`src/rtl/alu_seq_if.sv`:
```
// Handshake and operand/result bus between the ALU sequencer and its environment
// (register file, ALU datapath, requester).
interface alu_seq_if;
  logic       start;
  logic [2:0] op;
  logic [7:0] data_in;
  logic       opnd_sel;
  logic [7:0] alu_a;
  logic [7:0] alu_b;
  logic [7:0] alu_opr;
  logic       alu_en;
  logic [7:0] alu_result;
  logic       busy;
  logic       done;
  logic [7:0] result;
  logic       zero;
  logic       carry;
  logic       div_err;

  modport slave (
    input  start, op, data_in, alu_result,
    output opnd_sel, alu_a, alu_b, alu_opr, alu_en, busy, done, result,
           zero, carry, div_err
  );

  modport master (
    output start, op, data_in, alu_result,
    input  opnd_sel, alu_a, alu_b, alu_opr, alu_en, busy, done, result,
           zero, carry, div_err
  );
endinterface

```
`src/rtl/alu_seq.sv`:
```
// Sequencer that fetches two operands over a shared bus, drives an external ALU
// for one cycle, and registers the result plus status flags.
//
// state | meaning
// IDLE  | waiting for start; op latched on accept
// LDA   | opnd_sel=0, data_in captured into alu_a
// LDB   | opnd_sel=1, data_in captured into alu_b
// EXEC  | ALU enabled; result and flags captured
// WB    | done pulse, then back to IDLE
module alu_seq (
  input  logic      clk,
  input  logic      rst_n,
  alu_seq_if.slave  bus
);

  typedef enum logic [2:0] {S_IDLE, S_LDA, S_LDB, S_EXEC, S_WB} state_t;

  localparam logic [2:0] OP_ADD = 3'd0;
  localparam logic [2:0] OP_SUB = 3'd1;
  localparam logic [2:0] OP_MUL = 3'd2;
  localparam logic [2:0] OP_DIV = 3'd3;
  localparam logic [2:0] OP_CMP = 3'd7;

  state_t     state_q, state_d;
  logic [2:0] op_q;
  logic [7:0] a_q, b_q, result_q;
  logic       zero_q, carry_q, div_err_q;

  logic [7:0] result_d;
  logic       zero_d, carry_d, div_err_d;
  logic       div0;

  assign div0 = (op_q == OP_DIV) && (b_q == 8'h00);

  always_ff @(posedge clk or negedge rst_n) begin
    if (!rst_n) begin
      state_q   <= S_IDLE;
      op_q      <= 3'd0;
      a_q       <= 8'h00;
      b_q       <= 8'h00;
      result_q  <= 8'h00;
      zero_q    <= 1'b0;
      carry_q   <= 1'b0;
      div_err_q <= 1'b0;
    end else begin
      state_q <= state_d;
      if (state_q == S_IDLE && bus.start) op_q <= bus.op;
      if (state_q == S_LDA) a_q <= bus.data_in;
      if (state_q == S_LDB) b_q <= bus.data_in;
      if (state_q == S_EXEC) begin
        result_q  <= result_d;
        zero_q    <= zero_d;
        carry_q   <= carry_d;
        div_err_q <= div_err_d;
      end
    end
  end

  always_comb begin
    state_d = state_q;
    case (state_q)
      S_IDLE:  if (bus.start) state_d = S_LDA;
      S_LDA:   state_d = S_LDB;
      S_LDB:   state_d = S_EXEC;
      S_EXEC:  state_d = S_WB;
      S_WB:    state_d = S_IDLE;
      default: state_d = S_IDLE;
    endcase
  end

  // Flags come from the latched operands; the ALU only supplies the 8-bit value.
  always_comb begin
    result_d  = bus.alu_result;
    carry_d   = 1'b0;
    div_err_d = 1'b0;
    case (op_q)
      OP_ADD: carry_d = (9'(a_q) + 9'(b_q)) > 9'd255;
      OP_SUB: carry_d = a_q < b_q;
      OP_MUL: carry_d = (16'(a_q) * 16'(b_q)) > 16'h00FF;
      OP_DIV: if (div0) begin
        result_d  = 8'hFF;
        div_err_d = 1'b1;
      end
      OP_CMP: begin
        result_d = result_q;
        carry_d  = a_q < b_q;
      end
      default: ;
    endcase
    if (op_q == OP_CMP) zero_d = (a_q == b_q);
    else                zero_d = !div0 && (bus.alu_result == 8'h00);
  end

  always_comb begin
    bus.opnd_sel = (state_q == S_LDB);
    bus.busy     = (state_q != S_IDLE);
    bus.done     = (state_q == S_WB);
    bus.alu_en   = 1'b0;
    bus.alu_opr  = 8'h00;
    if (state_q == S_EXEC && !div0) begin
      bus.alu_en  = 1'b1;
      bus.alu_opr = (op_q == OP_CMP) ? 8'h02 : (8'h01 << op_q);
    end
  end

  assign bus.alu_a   = a_q;
  assign bus.alu_b   = b_q;
  assign bus.result  = result_q;
  assign bus.zero    = zero_q;
  assign bus.carry   = carry_q;
  assign bus.div_err = div_err_q;

endmodule

```
`src/flat_wrapper.sv`:
```
// flat-port wrapper written by rule: the top's interface ports become plain ports
module alu_seq_flat 
  (clk, rst_n, bus_start, bus_op, bus_data_in, bus_alu_result, bus_opnd_sel, bus_alu_a, bus_alu_b, bus_alu_opr, bus_alu_en, bus_busy, bus_done, bus_result, bus_zero, bus_carry, bus_div_err);
  alu_seq_if bus_i ();
  input  logic clk;
  input  logic rst_n;
  input wire logic [$bits(bus_i.start)-1:0] bus_start;
  input wire logic [$bits(bus_i.op)-1:0] bus_op;
  input wire logic [$bits(bus_i.data_in)-1:0] bus_data_in;
  input wire logic [$bits(bus_i.alu_result)-1:0] bus_alu_result;
  output wire logic [$bits(bus_i.opnd_sel)-1:0] bus_opnd_sel;
  output wire logic [$bits(bus_i.alu_a)-1:0] bus_alu_a;
  output wire logic [$bits(bus_i.alu_b)-1:0] bus_alu_b;
  output wire logic [$bits(bus_i.alu_opr)-1:0] bus_alu_opr;
  output wire logic [$bits(bus_i.alu_en)-1:0] bus_alu_en;
  output wire logic [$bits(bus_i.busy)-1:0] bus_busy;
  output wire logic [$bits(bus_i.done)-1:0] bus_done;
  output wire logic [$bits(bus_i.result)-1:0] bus_result;
  output wire logic [$bits(bus_i.zero)-1:0] bus_zero;
  output wire logic [$bits(bus_i.carry)-1:0] bus_carry;
  output wire logic [$bits(bus_i.div_err)-1:0] bus_div_err;
  assign bus_i.start = bus_start;
  assign bus_i.op = bus_op;
  assign bus_i.data_in = bus_data_in;
  assign bus_i.alu_result = bus_alu_result;
  assign bus_opnd_sel = bus_i.opnd_sel;
  assign bus_alu_a = bus_i.alu_a;
  assign bus_alu_b = bus_i.alu_b;
  assign bus_alu_opr = bus_i.alu_opr;
  assign bus_alu_en = bus_i.alu_en;
  assign bus_busy = bus_i.busy;
  assign bus_done = bus_i.done;
  assign bus_result = bus_i.result;
  assign bus_zero = bus_i.zero;
  assign bus_carry = bus_i.carry;
  assign bus_div_err = bus_i.div_err;
  alu_seq u_core (.clk(clk), .rst_n(rst_n), .bus(bus_i));
endmodule
```
`config.mk`:
```
export PLATFORM = sky130hd
export DESIGN_NAME = alu_seq_flat
export DESIGN_NICKNAME = d
export VERILOG_FILES = /design/src/rtl/alu_seq_if.sv /design/src/rtl/alu_seq.sv /design/src/flat_wrapper.sv
export SDC_FILE = /design/constraint.sdc
export NUM_CORES = 1
export LEC_CHECK = 0
export ABC_AREA = 1
export CORE_AREA = 3 3 97 99
export DETAILED_ROUTE_END_ITERATION = 8
export DIE_AREA = 0 0 100 102
export GPL_TIMING_DRIVEN = 0
export PLACE_DENSITY = 0.72
export SETUP_SLACK_MARGIN = 0.1
export SYNTH_ARGS = -nofsm -noshare
export SYNTH_HDL_FRONTEND = slang
export SYNTH_SLANG_ARGS = --single-unit
export TNS_END_PERCENT = 20
```
`constraint.sdc`:
```
create_clock -name clk -period 5.1 [get_ports clk]
set_clock_uncertainty 0.2 [all_clocks]
set_input_delay 1.02 -clock clk [delete_from_list [all_inputs] [get_ports clk]]
set_output_delay 1.02 -clock clk [all_outputs]
set_load 0.01 [all_outputs]
```
Word level (Yosys, flattened, before mapping)
Index checks and enable logic that the tools add are counted.
{"block": "op_classes", "order_cmp": 3, "n_mux": 11, "addsub": 1, "shift": 1, "n_eq_ne": 10, "multipliers": 1, "bitwise": 1, "reduce_logical": 12}
{"cell": "$mux 8", "count": 3}
{"cell": "$gt 16x8->1 const B", "count": 1}
{"cell": "$logic_not 8->1", "count": 2}
{"cell": "$mul 8x8->16", "count": 1}
{"cell": "$pmux 8 s2", "count": 1}
{"cell": "$eq 3x2->1 const B", "count": 4}
{"cell": "$pmux 3 s4", "count": 1}
{"cell": "$add 8x8->9", "count": 1}
{"cell": "$gt 9x8->1 const B", "count": 1}
{"cell": "$eq 8x8->1", "count": 1}
{"cell": "$lt 8x8->1", "count": 1}
{"cell": "$shl 1x3->8 const A", "count": 1}
{"cell": "$eq 3x1->1 const B", "count": 2}
{"cell": "$eq 3x3->1 const B", "count": 2}
{"cell": "$logic_not 3->1", "count": 2}
{"cell": "$logic_and 1x1->1", "count": 4}
{"cell": "$mux 1", "count": 4}
{"cell": "$mux 3", "count": 1}
{"cell": "$pmux 1 s3", "count": 1}
{"cell": "$reduce_bool 3->1", "count": 1}
{"cell": "$ne 2x2->1 const B", "count": 1}
{"cell": "$reduce_and 2->1", "count": 1}
{"cell": "$reduce_or 2->1", "count": 1}
{"cell": "$logic_not 1->1", "count": 1}
{"cell": "$not 1->1", "count": 1}
{"block": "totals", "regBits": 33, "elab_cells": 48, "output_inout_bits": 39}

Logic depth before layout (Yosys ltp)
{"block": "depth", "ltp_word": 5, "mapped_depth": 25, "mapped_depth_nobuf": 24}

Worst setup path after synthesis
Ideal clock, no wire load.
{"block": "synth_path", "kind": "flip-flop to flip-flop", "start": "reg u_core.a_q[1] (netlist: u_core.bus.alu_a[1])", "end": "reg u_core.carry_q (netlist: u_core.bus.carry)", "required_ns": 4.780, "setup_time_ns": 0.120, "stages_incl_launch_ff": 23, "period_less_slack_ns": 4.387, "t_arrival_ns": 4.067, "path_slack_ns": 0.713, "path_cell_list": "dfrtp_1 clkbuf_1 nand2_1 fa_1 fa_1 inv_1 fa_1 inv_1 fa_1 inv_1 ha_1 nand2_1 inv_1 nand2_1 nand2_1 nor2_1 nand2_1 nand2_1 nand2_1 nor2_1 nand3_1 nand2_1 a21oi_2"}
{"block": "synth_between", "elab_chain_cells": 3, "word_cells_on_any_way": 6, "classes_between": "1 x add/sub; 1 x mul; 3 x order compare; 1 x mux"}
{"item": "start, declared", "line_no": "alu_seq.sv:26", "rtl": "logic [7:0] a_q, b_q, result_q;"}
{"item": "start signal, assigned", "line_no": "alu_seq.sv:48", "rtl": "if (state_q == S_LDA) a_q <= bus.data_in;"}
{"item": "$mul 8x8->16 or $add 8x8->9 (tied branches)", "line_no": "alu_seq.sv:79, alu_seq.sv:77"}
{"item": "$gt 16x8->1 or $gt 9x8->1 (tied branches)", "line_no": "alu_seq.sv:79, alu_seq.sv:77"}
{"item": "$pmux 1 s3 (*)", "line_no": "alu_seq.sv:76", "rtl": "case (op_q)"}
{"item": "end signal, assigned", "line_no": "alu_seq.sv:53", "rtl": "carry_q <= carry_d;"}
{"item": "end, declared", "line_no": "alu_seq.sv:27", "rtl": "logic zero_q, carry_q, div_err_q;"}
Every way passes the cells marked *; elsewhere a longest branch is shown, timed or not.
A chain may end at the register's enable or synchronous reset.

Worst setup path in the final report
{"block": "layout_path", "start": "reg u_core.a_q[2] (netlist: u_core.bus.alu_a[2])", "end": "reg u_core.carry_q (netlist: u_core.bus.carry)"}
Same word-level chain as after synthesis.

==> summary.md <==
| Metric | Value |
|---|---|
| Register area | `827 um^2` |
| Reg clk slew, reported paths | `roughly 0.070 ns` |
| Most frequent cell after synthesis | `nand2_1` |
| 1st-iter DRT viols | `212` |
| Netlist cell types | `32` |
| Post-synthesis register bit count | `33` |
| Top cells by area, synth | `dfrtp_1, fa_1, ha_1, nand2_1, inv_1` |
| Synth Flop Type | `dfrtp_1` |
| Port buffer count | `a little under 60` |
| RSZ-0062 raised after global routing | `false` |
| Antenna Nets Post-Route | `0` |
| Drt pass-1 iters | `4` |
| GPL Wtd Cong | `0.880` |
| Critical Path RT | `about 5.1 ns` |
| Clk Latency, worst-skew pair | `0.29 ns` |
| Post-route setup TNS | `0 ns` |
| Layout overhead on the synthesized area | `19.3%` |
| Worst Setup Path Type | `reg -> reg` |
| Final-layout fill cell count | `~800` |
| Top-Level Pins | `between 60 and 70` |
| Floorplan row count | `34` |
| Core Region | `between 0.008 and 0.009 mm^2` |
| Die ar. | `a little over 0.01 mm^2` |
| Syn. warnings | `0` |
| Syn_nets | `about 700` |
| Worst reg2reg setup slack | `0.39 ns` |
| Max clock buf depth | `2` |
| Largest net degree at the start of global routing | `34` |
| Top cells by count, synth | `nand2_1, inv_1, ha_1` |
| Via count | `between 3000 and 4000` |
| Least-Margin Pin Slew | `0.722 ns` |
| Routed WL | `9.78 mm` |
| Root buf cell | `clkbuf_8` |
| Avg Inst Size Synth | `~7.3 um^2` |
| Seq/Total Area, Yosys | `0.194` |
| Total number of H-tree levels | `2` |
| Initial antenna violation count | `0` |
| Synthesized instance count | `586` |
| Async SR Flop Fraction | `1.00` |
| Die H | `between 100 and 150 um` |
| Number of max-cap violations | `0` |
| Die width | `~100 um` |
| Routed len/inst | `between 10 and 15 um` |
| Max-slew violations | `0` |
| First-pass GRT wire length | `16.9 mm` |
| Setup violators final | `0` |
| Number of flops mapped to enable cells by yosys | `0` |
| Highest clock rate | `about 210 MHz` |
| Drt via density | `between 4 and 5` |
| Status | `complete, no violations` |
| CTS-repair resized insts | `0` |
| Worst hold path type | `reg -> reg` |
| Cts hold-fix bufs | `0` |
| Startpoint Class | `flip-flop` |
| Post-route DRC | `0` |
| Initial Util | `0.492` |
| Number of global-route vias before repair | `between 3000 and 4000` |
| Num CTS Buffers | `5` |
| Top cell type's share of synthesized area | `0.194` |
| Share of layout cells above drive strength 1 | `0.0904` |
| Synthesized area | `0.00425 mm^2` |
| Relative slew slack | `0.519` |
| Multi-input logic area | `between 0.002 and 0.003 mm^2` |
| Hold violation count in the final report | `0` |
| CP Max Fanout | `8` |
| Post-CTS Setup Repair Bufs | `0` |
| Largest area contributor in the netlist | `dfrtp_1` |
| Ant. Diodes | `0` |
| Grt ovf | `0` |
| Net total in the final layout | `763` |
| Dpl hpwl | `slightly above 8 mm` |
| Arrival @ worst endpoint | `about 4.7 ns` |
| Fin crit period | `roughly 4.7 ns` |
| Clk sinks | `33` |
| TritonCTS clock tree | `done` |
| Crit. End Element | `flip-flop` |
| Final period util | `0.923` |
| Total GRT Usage | `0.204` |
[kinds of logic (layout without fill, tap and decap cells)]
kind of cell,after synthesis,after routing,synth area share
flops,33,33,0.194
buf+inv,177,244,0.170
fa+ha+maj,89,89,0.327
other cells,1,1,0.000882
simple gates,237,237,0.247
xor+xnor,1,1,0.00206
compound gates,48,48,0.0586
[metal layers]
| layer | vias to the layer above | wire length (um) | GRT usage | share of wire |
|---|---|---|---|---|
| met5 | - | 0 | 0 | 0 |
| met4 | 0 | 119 | 0.0477 | 0.012 |
| met3 | 10 | 495 | 0.0280 | 0.051 |
| met2 | 79 | 4790 | 0.351 | 0.49 |
| met1 | 1703 | 4370 | 0.275 | 0.45 |
| li1 | 1862 | - | - | - |
[cells in the final DEF (no fill, tap or decap), types with 3 or more instances in the layout]
cell type	n
nor4_1	3
fa_1	37
nor3_1	4
inv_1	149
inv_2	8
nor2_2	5
nand2_1	155
clkdlybuf4s50_1	58
a21oi_1	17
nand3_1	15
dfrtp_1	32
nand2_2	5
buf_2	7
nor2_1	32
nand4_1	7
ha_1	52
clkbuf_2	5
nor3_2	3
o21ai_1	5
o21ai_0	23
clkbuf_8	5
buf_6	6
[cell type report]
type	instances	share of cell area
buffer	19	0.0271
clock buffer	5	0.0136
clock inverter	3	0.00345
inverter	158	0.117
multi-input combinational	376	0.533
sequential	33	0.163
tap	108	0.0266
timing repair buffer	59	0.115
[through the flow]
step,hold slack (ns),setup slack [ns],cell area [um^2],util,instances
6_report,0.282,0.392,5070,0.587,761
5_1_grt,0.310,0.103,5070,0.587,761
4_1_cts,0.291,0.211,5060,0.586,761
3_5_place_dp,0.276,0.234,4970,0.576,753
3_3_place_gp,0.267,0.320,4980,0.576,753
2_1_floorplan,0.316,0.713,4250,-,586
[worst paths after layout]
check,from,to,cells after the start
worst max register to register,u_core.bus.alu_a[2],u_core.bus.carry,21
max in group asynchronous,rst_n,u_core.bus.alu_a[1],1
worst max-delay path,u_core.bus.alu_a[2],u_core.bus.carry,21
min in group asynchronous,rst_n,u_core.bus.result[5],1
worst min-delay path,u_core.bus.result[3],u_core.bus.result[3],2
worst min register to register,u_core.bus.result[3],u_core.bus.result[3],2
[registers in the layout, indices dropped and copies added, names as in the netlist]
register	flops
u_core.bus.carry	1
u_core.bus.div_err	1
u_core.bus.alu_b	8
u_core.bus.zero	1
u_core.bus.alu_a	8
u_core.state_q	3
u_core.bus.result	8
u_core.op_q	3
[critical path, stage by stage (launching register included)]
cell and delay (ns):
dfrtp_1 0.42, clkbuf_2 0.21, nand2_1 0.10, inv_1 0.06, fa_1 0.51, fa_1 0.52, fa_1 0.54, inv_1 0.06
fa_1 0.54, inv_1 0.05, ha_1 0.37, nand2_2 0.11, nor2_2 0.15, nand2_1 0.08, nand2_1 0.07, nand2_1 0.05
nand2_1 0.06, nand2_1 0.05, nor2_1 0.08, nand3_1 0.18, nand2_1 0.13, a21oi_2 0.06
Power is left out: the tool's default activity adds up to more than one toggle a clock period on the data nets, which glitch-free logic cannot reach.
